[src/rtl/seven_seg_pkg.sv]
// Shared definitions for the seven-segment scanner: active-low gfedcba glyphs,
// the all-off pattern and the scan FSM state encoding.
package seven_seg_pkg;

  localparam logic [6:0] SEG_OFF = 7'h7F;

  localparam logic [6:0] GLYPH_0 = 7'b1000000;
  localparam logic [6:0] GLYPH_1 = 7'b1111001;
  localparam logic [6:0] GLYPH_2 = 7'b0100100;
  localparam logic [6:0] GLYPH_3 = 7'b0110000;
  localparam logic [6:0] GLYPH_4 = 7'b0011001;
  localparam logic [6:0] GLYPH_5 = 7'b0010010;
  localparam logic [6:0] GLYPH_6 = 7'b0000010;
  localparam logic [6:0] GLYPH_7 = 7'b1111000;
  localparam logic [6:0] GLYPH_8 = 7'b0000000;
  localparam logic [6:0] GLYPH_9 = 7'b0010000;
  localparam logic [6:0] GLYPH_A = 7'b0001000;
  localparam logic [6:0] GLYPH_B = 7'b0000011;
  localparam logic [6:0] GLYPH_C = 7'b1000110;
  localparam logic [6:0] GLYPH_D = 7'b0100001;
  localparam logic [6:0] GLYPH_E = 7'b0000110;
  localparam logic [6:0] GLYPH_F = 7'b0001110;

  typedef enum logic [1:0] {
    IDLE  = 2'd0,
    BLANK = 2'd1,
    DRIVE = 2'd2
  } state_t;

endpackage

[src/rtl/hex_to_7seg.sv]
// Combinational nibble to active-low gfedcba glyph lookup; zero latency, no flow control.
module hex_to_7seg
  import seven_seg_pkg::*;
(
  input  logic [3:0] i_nibble,
  output logic [6:0] o_seg
);

  always_comb begin
    o_seg = SEG_OFF;
    case (i_nibble)
      4'h0: o_seg = GLYPH_0;
      4'h1: o_seg = GLYPH_1;
      4'h2: o_seg = GLYPH_2;
      4'h3: o_seg = GLYPH_3;
      4'h4: o_seg = GLYPH_4;
      4'h5: o_seg = GLYPH_5;
      4'h6: o_seg = GLYPH_6;
      4'h7: o_seg = GLYPH_7;
      4'h8: o_seg = GLYPH_8;
      4'h9: o_seg = GLYPH_9;
      4'hA: o_seg = GLYPH_A;
      4'hB: o_seg = GLYPH_B;
      4'hC: o_seg = GLYPH_C;
      4'hD: o_seg = GLYPH_D;
      4'hE: o_seg = GLYPH_E;
      4'hF: o_seg = GLYPH_F;
      default: o_seg = SEG_OFF;
    endcase
  end

endmodule

[src/rtl/seven_seg_scanner.sv]
// Multiplexed hex display scanner: one digit per scan_clk rise, blank gap between digits,
// per-frame value latch. SEVEN_SEG_LZ_BLANK_EN enables leading-zero blanking.
module seven_seg_scanner
  import seven_seg_pkg::*;
#(
  parameter int NUM_DIGITS   = 4,
  parameter int BLANK_CYCLES = 16
)(
  input  logic                    clk,
  input  logic                    rst,
  input  logic                    scan_clk,
  input  logic [4*NUM_DIGITS-1:0] value,
  input  logic [NUM_DIGITS-1:0]   dp_in,
  output logic [NUM_DIGITS-1:0]   an,
  output logic [6:0]              seg,
  output logic                    dp,
  output logic                    frame_done
);

  localparam int IDXW = (NUM_DIGITS > 1) ? $clog2(NUM_DIGITS) : 1;
  localparam int CNTW = $clog2(BLANK_CYCLES + 1);
  localparam logic [IDXW-1:0] LAST_IDX   = IDXW'(NUM_DIGITS - 1);
  localparam logic [CNTW-1:0] BLANK_LOAD = CNTW'(BLANK_CYCLES - 1);

  logic                    r_sync1, r_sync2, r_hist;
  state_t                  r_state;
  logic [CNTW-1:0]         r_cnt;
  logic [IDXW-1:0]         r_idx;
  logic [4*NUM_DIGITS-1:0] r_shadow_val;
  logic [NUM_DIGITS-1:0]   r_shadow_dp;

  logic                    w_tick;
  logic [IDXW-1:0]         w_next_idx;
  logic                    w_latch;
  logic [4*NUM_DIGITS-1:0] w_eff_val;
  logic [NUM_DIGITS-1:0]   w_eff_dp;
  logic [3:0]              w_nib;
  logic [6:0]              w_glyph;
  logic                    w_lz;
  logic [6:0]              w_seg_next;
  logic [NUM_DIGITS-1:0]   w_an_next;

  always_ff @(posedge clk or posedge rst) begin
    if (rst) begin
      r_sync1 <= 1'b0;
      r_sync2 <= 1'b0;
      r_hist  <= 1'b0;
    end else begin
      r_sync1 <= scan_clk;
      r_sync2 <= r_sync1;
      r_hist  <= r_sync2;
    end
  end

  assign w_tick     = r_sync2 & ~r_hist;
  assign w_next_idx = (r_idx == LAST_IDX) ? '0 : r_idx + 1'b1;

  // Entering digit 0 is the frame boundary: decode straight from the live inputs
  // so the first digit of a frame already shows the newly latched data.
  assign w_latch   = (w_next_idx == '0);
  assign w_eff_val = w_latch ? value : r_shadow_val;
  assign w_eff_dp  = w_latch ? dp_in : r_shadow_dp;
  assign w_nib     = w_eff_val[{w_next_idx, 2'b00} +: 4];
  assign w_an_next = ~(NUM_DIGITS'(1) << w_next_idx);

  hex_to_7seg u_dec (
    .i_nibble (w_nib),
    .o_seg    (w_glyph)
  );

`ifdef SEVEN_SEG_LZ_BLANK_EN
  logic [4*NUM_DIGITS-1:0] w_upper;
  assign w_upper = w_eff_val >> {w_next_idx, 2'b00};
  assign w_lz    = (w_next_idx != '0) && (w_upper == '0);
`else
  assign w_lz    = 1'b0;
`endif

  assign w_seg_next = w_lz ? SEG_OFF : w_glyph;

  always_ff @(posedge clk or posedge rst) begin
    if (rst) begin
      r_state      <= IDLE;
      r_cnt        <= '0;
      r_idx        <= LAST_IDX;
      r_shadow_val <= '0;
      r_shadow_dp  <= '0;
      an           <= '1;
      seg          <= SEG_OFF;
      dp           <= 1'b1;
      frame_done   <= 1'b0;
    end else begin
      frame_done <= 1'b0;
      case (r_state)
        IDLE: begin
          if (w_tick) begin
            r_state <= BLANK;
            r_cnt   <= BLANK_LOAD;
          end
        end
        // Ticks arriving here are deliberately ignored so a fast edge cannot skip a digit.
        BLANK: begin
          if (r_cnt == '0) begin
            r_state <= DRIVE;
            r_idx   <= w_next_idx;
            an      <= w_an_next;
            seg     <= w_seg_next;
            dp      <= ~w_eff_dp[w_next_idx];
            if (w_latch) begin
              r_shadow_val <= value;
              r_shadow_dp  <= dp_in;
              frame_done   <= 1'b1;
            end
          end else begin
            r_cnt <= r_cnt - 1'b1;
          end
        end
        DRIVE: begin
          if (w_tick) begin
            r_state <= BLANK;
            r_cnt   <= BLANK_LOAD;
            an      <= '1;
          end
        end
        default: r_state <= IDLE;
      endcase
    end
  end

endmodule

[config.mk]
export PLATFORM = sky130hd
export DESIGN_NAME = seven_seg_scanner
export DESIGN_NICKNAME = d
export VERILOG_FILES = /design/src/rtl/seven_seg_pkg.sv /design/src/rtl/hex_to_7seg.sv /design/src/rtl/seven_seg_scanner.sv
export SDC_FILE = /design/constraint.sdc
export NUM_CORES = 1
export LEC_CHECK = 0
export ABC_AREA = 1
export BUFFER_PORTS_ARGS = -buffer_cell sky130_fd_sc_hd__buf_2
export CAP_MARGIN = 5
export CORE_ASPECT_RATIO = 0.5
export CORE_MARGIN = 2
export CORE_UTILIZATION = 57
export DETAILED_ROUTE_END_ITERATION = 8
export PLACE_DENSITY = 0.9
export REMOVE_ABC_BUFFERS = 1
export SLEW_MARGIN = 10
export SYNTH_ARGS = -nofsm -noshare
export SYNTH_HDL_FRONTEND = slang
export SYNTH_HIERARCHICAL = 1
export SYNTH_SLANG_ARGS = --single-unit
[constraint.sdc]
create_clock -name clk -period 2.5 [get_ports clk]
set_clock_uncertainty 0.05 [all_clocks]
set_input_delay 0.375 -clock clk [delete_from_list [all_inputs] [get_ports clk]]
set_output_delay 0.375 -clock clk [all_outputs]
set_load 0.02 [all_outputs]
==> metrics, run 1 <==
Final Max Slew Viols=0; final setup violating endpoints=0; Worst-Skew Late Latency=0.31 ns; Post-Syn Area=approximately 2600 um2; critical setup path kind=reg -> reg; clock tree from TritonCTS=built; Port Buf Inserts=35; fraction of synthesis flops using an asynchronous set or reset pin=100%; most used standard cell by instance count after synthesis=sky130_fd_sc_hd__nand2_1; number of H-tree branching levels=2; sequential element share of the synthesized area=44.1%; CTS Hold Bufs=0; number of clock buffers inserted by TritonCTS=5; wire per inst=13.2 um; remaining design rule violation count=0; count of nets left with antenna violations after detail routing=0; storage element area=1140 um2; Hold Crit Start=scan_clk; total grt overflow=0; first-pass GRT wire length=9.71 mm; clock-pin slew on the worst setup and hold paths=approximately 0.08 ns; Core Footprint=4380 um2; 1st-pass router iterations=4; antenna diode count=0; area taken by multi-input logic gates=1230 um2; CTS Buffer Depth=2; cells after synthesis=between 300 and 400; leading area contributor after synthesis=sky130_fd_sc_hd__dfrtp_1; outcome=finished clean; reg-to-reg setup timing slack=0.16 ns; relative contribution of combinational cells to total power=57.4%; Placement Cell Area=around 2800 um2; Crit Reg-Reg Endpoint=seg[4]; Total Nets Final=408; flip-flop and latch count after synthesis=45; wire length after detailed routing=5.69 mm; Power per Cell Area=1500 nW/um2; critical path capture point type=flip-flop; endpoint with the worst hold slack=r_sync1; internal power=0.00233 W; number of top-level pins=36; Placement Rows=17; Die Width=99.4 um; Sw Ratio=47.5%; initial standard-cell utilization of the core=roughly three fifths; library cells used by synthesis=26; share of total power in sequential cells=29.4%; cell at the root of the clock tree=sky130_fd_sc_hd__clkbuf_8; layout cells sized above 1=24.9%; dpl hpwl=3.97 mm; fraction of synthesized cell area taken by the top area cell type=about 30%; GP Congestion=0.819; area of the die=5140 um2; antenna violations before repair=0; dpl ws=-0.0147 ns; height of the die=51.7 um; Crit path required time=2.70 ns; Total Routing Usage GR=24.2%; part of the power in the clock network=13.2%; Min-Delay Path Depth=1; Filler Cell Count=roughly 340; dominant cells by area after synthesis=sky130_fd_sc_hd__dfrtp_1 (30%), sky130_fd_sc_hd__nand2_1 (20%), sky130_fd_sc_hd__dfstp_2 (14%); finished layout cell area=2950 um2; arrival time of the worst setup path=roughly 2.5 ns; final worst path period need=2.34 ns; largest net degree at the start of global routing=46; number of max-cap violations=0; DRT iter0 DRCs=150; switching power of the nets=0.00210 W; via count=between 2000 and 2500; vias in the first global route=2190; synth-to-layout area growth=13.8%; R2R depth=12; IR Drop Worst-Case VDD=602 uV; Critical Path Start Type=flip-flop; worst reg2reg startpoint=r_idx[0]; Min-Delay Path Class=in -> reg; synthesized area per cell=7.74 um2; Peak Freq=~430 MHz; Lkg Pwr=1.51 nW; detailed-route vias per instance=5.29; number of flops mapped to enable cells by yosys=0; CTS sink count=45; dominant register cell in the synthesized netlist=sky130_fd_sc_hd__dfrtp_1; Hold Violations, Final=0; top cells by count, synth=sky130_fd_sc_hd__nand2_1 (135), sky130_fd_sc_hd__inv_1 (32), sky130_fd_sc_hd__dfrtp_1 (31); min setup slack post-route=0.161 ns; Worst Max-Slew Pin Slew=0.555 ns; share of the clock period used by the worst path=~94%; Yosys warning total=6; worst-case headroom to the max-slew limit=63.0%; top fanout value on the critical path=5
==> timing repair <==
action	in CTS	in global routing
endpoints found under the setup margin	4	7
pin swaps	0	1
setup buffers	0	2
resized for setup	3	3
==> power by group through the flow <==
| stage | logic [W] | clock network [W] | registers (W) |
|---|---|---|---|
| floorplan | 0.00165 | 0 | 0.00140 |
| global placement | 0.00223 | 0 | 0.00129 |
| detailed placement | 0.00238 | 0 | 0.00131 |
| CTS | 0.00241 | 0.000589 | 0.00130 |
| global route | 0.00286 | 0.000621 | 0.00134 |
| finish | 0.00254 | 0.000584 | 0.00130 |
==> cell type report <==
cell class	instances	area share (%)
timing repair buffer	45	8.47
tap	57	2.42
sequential	45	38.7
multi-input combinational	240	41.7
inverter	36	4.58
clock inverter	2	1.27
clock buffer	6	2.80
==> logic make-up (layout without fill, tap and decap cells) <==
logic type                 count (synthesis)  count (layout)  share of synthesized area (%)
and+or+nand+nor                          174             174                           29.0
AOI/OAI and AO/OA                         54              54                           12.0
buffers and inverters                     50              89                           9.17
DFF                                       45              45                           44.1
adders and majority gates                 12              12                           5.79
==> per-layer routing <==
metal | global-route usage, % | wire length, um | up-vias
met1 | 28.6 | 2480 | 1078
met4 | 10.0 | 140 | 0
li1 | - | - | 1127
met2 | 43.6 | 2830 | 61
met3 | 5.38 | 236 | 15
met5 | 0 | 0 | -
==> metrics by stage <==
step                power, W  hold slack (ns)  utilization, %  cells  TNS [ns]
finish               0.00443            0.121            67.4    431         0
global route         0.00482            0.106            67.4    431   -0.0109
CTS                  0.00430            0.116            66.8    429         0
detailed placement   0.00369            0.295            63.8    421   -0.0147
global placement     0.00351            0.285            63.8    421         0
floorplan            0.00305            0.281               -    321    -0.754
==> sequential cells by signal, summed over array words and instances, names as in the netlist <==
| name | flops |
|---|---|
| an | 4 |
| dp | 1 |
| r_sync2 | 1 |
| r_cnt | 5 |
| r_shadow_val | 16 |
| frame_done | 1 |
| r_idx | 2 |
| seg | 7 |
| r_hist | 1 |
| r_shadow_dp | 4 |
| r_state | 2 |
| r_sync1 | 1 |
==> cell usage in the layout (no fill, tap or decap), types with 2 or more instances in the layout <==
cell	netlist	routed
sky130_fd_sc_hd__a21boi_0	3	2
sky130_fd_sc_hd__a21boi_1	1	2
sky130_fd_sc_hd__a21oi_1	7	7
sky130_fd_sc_hd__buf_2	7	35
sky130_fd_sc_hd__buf_4	0	10
sky130_fd_sc_hd__clkbuf_8	0	6
sky130_fd_sc_hd__dfrtp_1	31	31
sky130_fd_sc_hd__dfstp_2	14	14
sky130_fd_sc_hd__ha_1	12	11
sky130_fd_sc_hd__inv_1	32	31
sky130_fd_sc_hd__inv_2	4	5
sky130_fd_sc_hd__nand2_1	135	134
sky130_fd_sc_hd__nand2_2	2	3
sky130_fd_sc_hd__nand3_1	24	24
sky130_fd_sc_hd__nand3_2	2	2
sky130_fd_sc_hd__nor2_1	3	3
sky130_fd_sc_hd__nor2_4	2	3
sky130_fd_sc_hd__o21ai_0	23	23
sky130_fd_sc_hd__o21ai_1	12	12
sky130_fd_sc_hd__o21ai_2	8	8
==> worst max-delay path, stage by stage (launching register included) <==
cell and delay (ns):
sky130_fd_sc_hd__dfstp_2 0.59, sky130_fd_sc_hd__inv_1 0.08, sky130_fd_sc_hd__ha_1 0.38, sky130_fd_sc_hd__a21oi_1 0.16, sky130_fd_sc_hd__o21ai_0 0.11, sky130_fd_sc_hd__nand2_1 0.13, sky130_fd_sc_hd__inv_1 0.12, sky130_fd_sc_hd__ha_1 0.23
sky130_fd_sc_hd__nand2_1 0.10, sky130_fd_sc_hd__nand3_1 0.12, sky130_fd_sc_hd__nand2_1 0.10, sky130_fd_sc_hd__nand2_1 0.05, sky130_fd_sc_hd__nand2_1 0.08
==> how the worst max path moves through the flow <==
| stage | from | endpoint | slack [ns] | depth (start not counted) |
|---|---|---|---|---|
| final | r_idx[0] | seg[4] | 0.16 | 12 |
| after global routing | r_idx[0] | seg[4] | -0.01 | 12 |
| after CTS | r_idx[0] | seg[3] | 0.05 | 13 |
| after detailed placement | r_idx[0] | seg[3] | -0.01 | 13 |
| after global placement | r_idx[0] | seg[3] | 0.14 | 13 |
| after floorplan | r_idx[0] | seg[3] | -0.19 | 13 |
(Power assumes the default switching activity.)
==> inputs of run 2 (changes only) <==
--- a/config.mk
+++ b/config.mk
@@ -12,7 +12,7 @@
 export CORE_MARGIN = 2
 export CORE_UTILIZATION = 57
 export DETAILED_ROUTE_END_ITERATION = 8
-export PLACE_DENSITY = 0.9
+export PLACE_DENSITY = 0.79
 export REMOVE_ABC_BUFFERS = 1
 export SLEW_MARGIN = 10
 export SYNTH_ARGS = -nofsm -noshare
==> run 2 against run 1 <==
  * Utilization increased by 0.17 points
  * Via count fell by 1.8%
  * Register-to-register slack better by 0.03 ns
  * Sequential cell count stayed put
  * Sequential power about the same
  * Hold slack worse by 0.097 ns
  * Worst setup slack better by 0.034 ns
  * Final cell count increased by 0.93%
  * Maximum frequency is 1.5% higher
  * Clock-buffer cell count is the same
  * Cell area is 0.25% higher
  * Total power is 2.4% lower
  * Critical path type unchanged
==> metrics, run 2 (synthesized netlist as in run 1, its figures left out) <==
wire per inst=12.4 um (-5.8%); worst hold slack across all endpoints=0.0237 ns (-0.0973 ns); Peak Freq=434 MHz (+1.5%); GP Congestion=0.841 (+2.6%); post-route met1 wirelength=2.48 mm (about the same); 1st-pass router iterations=4 (unchanged); Filler Cell Count=367 (+7.3%); Final Max Slew Viols=0 (unchanged); share of the clock period used by the worst path=92.2% (-1.4 points); top fanout value on the critical path=14 (+9); dominant cell type by count on the critical path=sky130_fd_sc_hd__nand2_1; Die Width=99.4 um (unchanged); cell breakdown of the critical path=ha_1 -> buf_4 -> buf_4 -> o21ai_0 -> o21ai_0 -> nand2_1 -> buf_4 -> o21ai_1 -> nand2_1 -> nand2_1 -> nand2_1 -> nand2_1; count of nets left with antenna violations after detail routing=0 (unchanged); antenna diode count=0 (unchanged); height of the die=51.7 um (unchanged); number of clock buffers inserted by TritonCTS=5 (unchanged); Worst-Skew Late Latency=0.30 ns (about the same); CTS sink count=45 (unchanged); total negative slack for setup checks=0 ns (unchanged); Lkg Pwr=1.53 nW (+0.90%); initial standard-cell utilization of the core=59.2% (unchanged); most used cells in the layout excluding fill and tap cells=sky130_fd_sc_hd__nand2_1 (133), sky130_fd_sc_hd__buf_2 (35), sky130_fd_sc_hd__dfrtp_1 (31), sky130_fd_sc_hd__inv_1 (28), sky130_fd_sc_hd__nand3_1 (24); Final Core Density=67.6% (+0.17 points); clock-pin slew on the worst setup and hold paths=0.09 ns (about the same); layout cells sized above 1=25.9% (+1.1 points); Reg with most FFs=r_shadow_val; largest registers=r_shadow_val x16, seg x7, r_cnt x5; area of the die=5140 um2 (unchanged); finished layout cell area=2960 um2 (+0.25%); cell at the root of the clock tree=sky130_fd_sc_hd__clkbuf_8; slowest library cell on the worst path=sky130_fd_sc_hd__dfstp_2; Power per Cell Area=1460 nW/um2 (-2.6%); met3 routed wirelength=195 um (-17%); number of max-cap violations=0 (unchanged); final worst path period need=2.30 ns (-0.0342 ns); largest net degree at the start of global routing=37 (-20%); most common library cell in the layout ignoring fill and taps=sky130_fd_sc_hd__nand2_1; remaining design rule violation count=0 (unchanged); number of top-level pins=36 (unchanged); flip-flop count of the largest register, all copies and words added=16 (unchanged); critical path capture point type=flip-flop; final setup violating endpoints=0 (unchanged); IR Drop Worst-Case VDD=738 uV (+23%); antenna violations before repair=0 (unchanged); Worst Max-Slew Pin Slew=0.655 ns (+0.0995 ns); max incr delay on CP=0.57 ns (-0.02 ns); number of H-tree branching levels=2 (unchanged); met2 routed WL=2.70 mm (-4.5%); vias in the first global route=2198 (+0.37%); Min-Delay Path Class=in -> async; worst-case headroom to the max-slew limit=56.1% (-6.9 points); synth-to-layout area growth=14.1%; Core Footprint=4380 um2 (unchanged); Placement Rows=17 (unchanged); arrival time of the worst setup path=2.50 ns (-0.04 ns); CTS Hold Bufs=0 (unchanged); outcome=finished clean; DRT iter0 DRCs=97 (-35%); top layer reached by signal wires=met4; detailed-route vias per instance=5.15 (-2.7%); via count=2239 (-1.8%); dpl hpwl=4.06 mm (+2.5%); clock tree from TritonCTS=built; Hold Violations, Final=0 (unchanged); total grt overflow=0 (unchanged); Critical Path Start Type=flip-flop; CTS Buffer Depth=2 (unchanged); Total Power Consumption=0.00432 W (-2.4%); Crit path required time=2.70 ns (about the same); RSZ-0062 raised after global routing=false; Total Nets Final=412 (+0.98%); wire length after detailed routing=5.41 mm (-4.9%); Port Buf Inserts=35 (unchanged); Total Routing Usage GR=23.0% (-1.2 points); first-pass GRT wire length=9.34 mm (-3.8%); Placement Cell Area=2830 um2 (+1.1%); critical setup path kind=reg -> reg
## run 2: power breakdown
group	total, W	switching, W	leakage, nW	internal (W)
combinational	0.00249	0.00161	0.958	0.000881
sequential	0.00129	0.000169	0.512	0.00112
clock	0.000544	0.000247	0.0552	0.000297
total	0.00432	0.00202	1.53	0.00230
## run 2: final cells by class
type	count	area [um2]	area share (%)
clock buffer	6	72.6	2.45
clock inverter	2	35.0	1.18
inverter	36	135	4.56
multi-input combinational	240	1220	41.3
sequential	45	1140	38.6
tap	57	71.3	2.41
timing repair buffer	49	280	9.47
## run 2: stage by stage
step	setup WS (ns)	std cells
floorplan	-0.187	321
global placement	0.211	425
detailed placement	0.0836	425
CTS	0.00559	433
global route	0.00562	435
finish	0.196	435
## run 2: layer usage
| metal | vias up | GRT usage [%] |
|---|---|---|
| li1 | 1134 | - |
| met1 | 1067 | 28.1 |
| met2 | 34 | 41.1 |
| met3 | 4 | 5.24 |
| met4 | 0 | 7.53 |
| met5 | - | 0 |
## run 2: critical path: cells and delay by family, from the launching register on
kind                       cells  cell delay (ns)
AOI/OAI and AO/OA              3             0.45
adders and majority gates      1             0.18
buffers and inverters          3             0.59
DFF                            1             0.57
and+or+nand+nor                5             0.41
## run 2: path summary, 6_finish.rpt
check / startpoint / endpoint / slack, ns / depth (start not counted)
max in group asynchronous: rst / r_idx[1] / 1.70 / 3
max reg2reg: r_idx[0] / seg[5] / 0.20 / 12
min reg2reg: r_sync1 / r_sync2 / 0.31 / 0
max: r_idx[0] / seg[5] / 0.20 / 12
min in group clk: scan_clk / r_sync1 / 0.13 / 1
min: rst / r_cnt[3] / 0.02 / 2
## run 2: repair_timing
item | in CTS | in global routing
buffers inserted | 0 | 2
resized for setup | 0 | 7
hold endpoints to repair | 0 | 0
endpoints found under the setup margin | 0 | 7
